<file path="src/rtl/pipeline_hold_ctrl.sv">
// Pipeline hold/flush controller for a multi-cycle mul/div unit with load-use stalls.
// Optional mul/div watchdog compiled in with `define MD_TIMEOUT_EN.
module pipeline_hold_ctrl #(
  parameter int MD_TIMEOUT_CYCLES = 64
) (
  input  logic clk,
  input  logic reset,
  input  logic ex_valid,
  input  logic ex_is_mul_div,
  input  logic md_done,
  input  logic load_use_hazard,
  input  logic branch_flush,
  input  logic trap_flush,
  output logic idex_hold,
  output logic idex_flush,
  output logic ifid_hold,
  output logic pc_hold,
  output logic md_start,
  output logic md_abort,
  output logic md_busy,
  output logic flush_pending,
  output logic md_timeout_err
);

  typedef enum logic {
    IDLE    = 1'b0,
    MD_WAIT = 1'b1
  } state_t;

  state_t state_q, state_d;
  logic   flush_pending_q, flush_pending_d;
  logic   start_cond;
  logic   timeout_hit;
  logic   timeout_err_q;

  assign start_cond = ex_valid && ex_is_mul_div && !trap_flush;

`ifdef MD_TIMEOUT_EN
  localparam int CNT_W = $clog2(MD_TIMEOUT_CYCLES + 1);
  localparam logic [CNT_W-1:0] CNT_MAX = CNT_W'(MD_TIMEOUT_CYCLES);

  logic [CNT_W-1:0] cnt_q, cnt_d;
  logic             timeout_err_d;

  // md_done and trap_flush both end the wait first, so a timeout only fires when neither is present.
  assign timeout_hit = (state_q == MD_WAIT) && (cnt_q == CNT_MAX) &&
                       !md_done && !trap_flush && !reset;

  always_comb begin
    cnt_d = cnt_q;
    if (state_q == IDLE) begin
      cnt_d = '0;
    end else if (state_d == MD_WAIT) begin
      cnt_d = cnt_q + 1'b1;
    end
  end

  assign timeout_err_d = timeout_err_q || timeout_hit;

  always_ff @(posedge clk) begin
    if (reset) begin
      cnt_q         <= '0;
      timeout_err_q <= 1'b0;
    end else begin
      cnt_q         <= cnt_d;
      timeout_err_q <= timeout_err_d;
    end
  end
`else
  logic unused_timeout_cfg;

  assign unused_timeout_cfg = (MD_TIMEOUT_CYCLES > 0);
  assign timeout_hit        = 1'b0;
  assign timeout_err_q      = 1'b0;
`endif

  always_ff @(posedge clk) begin
    if (reset) begin
      state_q         <= IDLE;
      flush_pending_q <= 1'b0;
    end else begin
      state_q         <= state_d;
      flush_pending_q <= flush_pending_d;
    end
  end

  always_comb begin
    state_d = state_q;
    case (state_q)
      IDLE:    if (start_cond) state_d = MD_WAIT;
      MD_WAIT: if (trap_flush || md_done || timeout_hit) state_d = IDLE;
      default: state_d = IDLE;
    endcase
  end

  always_comb begin
    idex_hold      = 1'b0;
    idex_flush     = 1'b0;
    ifid_hold      = 1'b0;
    pc_hold        = 1'b0;
    md_start       = 1'b0;
    md_abort       = 1'b0;
    md_busy        = 1'b0;
    flush_pending  = 1'b0;
    md_timeout_err = 1'b0;
    if (!reset) begin
      case (state_q)
        IDLE: begin
          if (start_cond) begin
            idex_hold = 1'b1;
            md_start  = 1'b1;
          end
        end
        MD_WAIT: begin
          md_busy = 1'b1;
          if (trap_flush || timeout_hit) begin
            md_abort = 1'b1;
          end else if (!md_done) begin
            idex_hold = 1'b1;
          end
        end
        default: ;
      endcase
      // A hold masks every flush source; a pending branch flush drains when the hold drops.
      idex_flush     = (!idex_hold && (trap_flush || branch_flush ||
                                       flush_pending_q || load_use_hazard)) || timeout_hit;
      ifid_hold      = idex_hold || (load_use_hazard && !idex_hold && !trap_flush &&
                                     !branch_flush && !flush_pending_q);
      pc_hold        = ifid_hold;
      flush_pending  = flush_pending_q;
      md_timeout_err = timeout_err_q;
    end
  end

  always_comb begin
    flush_pending_d = flush_pending_q;
    if (trap_flush) begin
      flush_pending_d = 1'b0;
    end else if (idex_hold) begin
      flush_pending_d = flush_pending_q || branch_flush;
    end else begin
      flush_pending_d = 1'b0;
    end
  end

endmodule

</file>
<file path="config.mk">
export PLATFORM = sky130hd
export DESIGN_NAME = pipeline_hold_ctrl
export DESIGN_NICKNAME = d
export VERILOG_FILES = /design/src/rtl/pipeline_hold_ctrl.sv
export SDC_FILE = /design/constraint.sdc
export NUM_CORES = 1
export LEC_CHECK = 0
export CAP_MARGIN = 10
export CORE_AREA = 2 2 39 41
export DETAILED_ROUTE_END_ITERATION = 6
export DIE_AREA = 0 0 41 43
export DONT_BUFFER_PORTS = 1
export HOLD_SLACK_MARGIN = 0.03
export PLACE_DENSITY = 0.3
export RECOVER_POWER = 25
export SLEW_MARGIN = 10
export SYNTH_ARGS = -nofsm -noshare
export SYNTH_HDL_FRONTEND = slang
export SYNTH_SLANG_ARGS = --single-unit
</file>
<file path="constraint.sdc">
create_clock -name clk -period 1.1 [get_ports clk]
set_input_delay 0.11 -clock clk [delete_from_list [all_inputs] [get_ports clk]]
set_output_delay 0.11 -clock clk [all_outputs]
set_load 0.005 [all_outputs]
</file>
==> results.json <==
{
  "rsz0062_at_grt": "true",
  "ys_types": 16,
  "synthDominantCellAreaShare": 0.225,
  "cp.arrival_ns": 1.16,
  "syn-mean-instance-area_sq_um": 8.46,
  "critical_path_class": "register to output pin",
  "synth-simple-area-share": 0.415,
  "crit_fanout": 5,
  "wirelength_microns": 556,
  "grtUsageTotal": 0.0741,
  "cpPeakStageDelay_ns": 0.34,
  "die_area_sq_um": 1760,
  "grt_max_degree": 8,
  "hold_viol_final": 0,
  "hpwl_microns": 363,
  "setup_viol": 5,
  "cp_cell_sequence": "mux2_4, a211oi_4",
  "synth.area.mux_share": 0.0845,
  "cts_root_buf": "clkbuf_4",
  "path_clk_slew_ns": 0.03,
  "r2r_start": "state_q",
  "layout.nets": 38,
  "hold_class": "input pin to register",
  "start_util": 0.128,
  "dr.pass1.iters": 2,
  "synth.top_cells.by_area": "dfxtp_1 (23%), nor4_4 (12%), buf_4 (8.5%)",
  "whs_ns": 0.144,
  "antenna_found_initial": 0,
  "clock_latency_ns": 0.23,
  "violations": "setup timing",
  "antenna_cells": 0,
  "r2r.worst_path.cells": 4,
  "placed_area_sq_um": 185,
  "place.port_buffers": 0,
  "ir_drop_uv": 208,
  "cts_buffers": 3,
  "skew_ns": 0.00180,
  "required_ns": 0.99,
  "hp-start": "md_done",
  "synth_compound_area_frac": 0.141,
  "coreArea_sq_um": 1380,
  "synth_fp_nets": 29,
  "grt_pass1_vias": 195,
  "cts_tree": "done",
  "fin_util": 0.222,
  "power.density_nw_per_um2": 1020,
  "seq_area_frac_synth": 0.225,
  "rows": 14,
  "synth_largest_area_cell": "dfxtp_1",
  "fmax_mhz": 789,
  "die_x_microns": 41,
  "setup_ws_ns": -0.167,
  "synth_xor_area_frac": 0,
  "ios": 17,
  "drc_errors": 0,
  "fillers": 157,
  "status": "finished with violations",
  "final_area_sq_um": 307,
  "layout_min_cycle_time_ns": 1.27,
  "cts_sinks": 2,
  "leakage_nw": 0.109,
  "drt_iter0_drc": 3,
  "synthCells": 21,
  "synth_top_family_by_area": "simple AND/OR/NAND/NOR gates",
  "cp_slowest_cell": "mux2_4",
  "ys_seq_elements": 2,
  "antenna_left": 0,
  "via_per_inst": 4.09,
  "cp-start-kind": "register",
  "whs_endpoint": "state_q",
  "layout-drive-gt1-share": 0.607,
  "ys.warnings.count": 0,
  "r2r_end": "flush_pending_q",
  "h-tree-depth": 1,
  "synthAdderAreaFrac": 0,
  "avgRoutedWirePerCell_microns": 12.6,
  "finalMaxSlewViolations": 0,
  "overflow": 0,
  "synth_area_sq_um": 178,
  "maxCapViolations": 0,
  "dr_total_vias": 180,
  "area_growth_pct": 72.5,
  "clk_path_buf_depth": 2,
  "fin_crit_sh": 1.15,
  "end_kind": "output pin",
  "hold-path-cell-count": 2,
  "die-height_microns": 43,
  "gp_congestion": 0.541,
  "rrSetupSlack_ns": -0.02,
  "grt_pass1_wl_microns": 779
}
-- cell type report --
| class | instances | area (sq um) | area share |
|---|---|---|---|
| Sequential cell | 2 | 41.3 | 0.135 |
| Multi-Input combinational cell | 16 | 161 | 0.527 |
| Timing Repair Buffer | 7 | 61.3 | 0.200 |
| Tap cell | 16 | 20.0 | 0.0653 |
| Clock buffer | 3 | 22.5 | 0.0735 |
-- flip-flops by register name, indices dropped and copies added, names as in the netlist --
register / count
state_q: 1
flush_pending_q: 1
-- power by group --
| group | switching, mW | internal, mW | total (mW) |
|---|---|---|---|
| Sequential | 0.00123 | 0.0752 | 0.0765 |
| Clock | 0.0477 | 0.121 | 0.169 |
| Combinational | 0.0301 | 0.0367 | 0.0668 |
| Total | 0.0790 | 0.233 | 0.312 |
-- layer usage --
metal,wire length (microns),up-vias,part of all wire,track usage
met5,0,-,0,0
met4,14,0,0.025,0.0800
met3,61,2,0.11,0.0366
met2,319,8,0.57,0.113
met1,160,86,0.29,0.0605
li1,-,84,-,-
-- metrics by stage --
| step | instances | setup slack, ns | total power, mW | setup TNS [ns] |
|---|---|---|---|---|
| global route | 44 | -0.216 | 0.319 | -0.845 |
| CTS | 43 | -0.198 | 0.309 | -0.666 |
| detailed placement | 35 | -0.00862 | 0.111 | -0.0172 |
| finish | 44 | -0.167 | 0.312 | -0.624 |
| global placement | 35 | 0.0158 | 0.110 | 0 |
| floorplan | 21 | -0.0600 | 0.114 | -0.0600 |
-- cells by family after synthesis --
logic type / Yosys count
AO/OA/AOI/OAI: 3
buffers and inverters: 3
flip-flops: 2
multiplexers: 1
other: 1
AND/OR/NAND/NOR: 11
-- cell usage in the layout, fill, tap and decap left out --
cell and n:
buf_6 1, o21a_1 1, nor3_1 1, nor3_4 1
buf_4 4, nand2_1 2, clkbuf_4 3, a211oi_4 1
mux2_4 1, dfxtp_1 1, nor2_2 1, dlygate4sd3_1 2
dfxtp_2 1, nor2b_1 1, a21oi_1 1, nor4_4 2
conb_1 1, nor2b_4 1, and2_4 1, nor2_1 1
-- synthesized netlist by cell type --
cell / instances
buf_4: 2
o21a_1: 1
and2_1: 1
a21oi_1: 1
nor4_1: 1
nor2_1: 1
nor2b_1: 2
dfxtp_1: 2
mux2_4: 1
conb_1: 1
nand2_1: 2
nor4_4: 1
nor3_1: 2
a211oi_2: 1
clkbuf_2: 1
nor2_2: 1
-- critical path: cells and delay by family, from the launching register on --
kind	cells	cell delay [ns]
compound gates	1	0.27
flops	1	0.32
mux	1	0.34
-- how the worst max path moves through the flow --
stage                     slack [ns]  startpoint  cells after the start         to
after floorplan                -0.06     state_q                      3    pc_hold
after global placement          0.02     state_q                      2    pc_hold
after detailed placement      -0.009     state_q                      2    pc_hold
after CTS                      -0.20     state_q                      2    pc_hold
after global routing           -0.22     state_q                      2  ifid_hold
final                          -0.17     state_q                      2    pc_hold
-- what timing repair did --
| item | 4_1_cts | 5_1_grt |
|---|---|---|
| gates resized for setup | 6 | 4 |
| gates cloned | 0 | 0 |
| hold buffers | 2 | 0 |
| hold endpoints to repair | 2 | 0 |
| pin swaps | 2 | 3 |
| setup endpoints to repair | 4 | 7 |
| setup buffers | 3 | 1 |
Note: power is estimated with default switching activity, not from simulation.
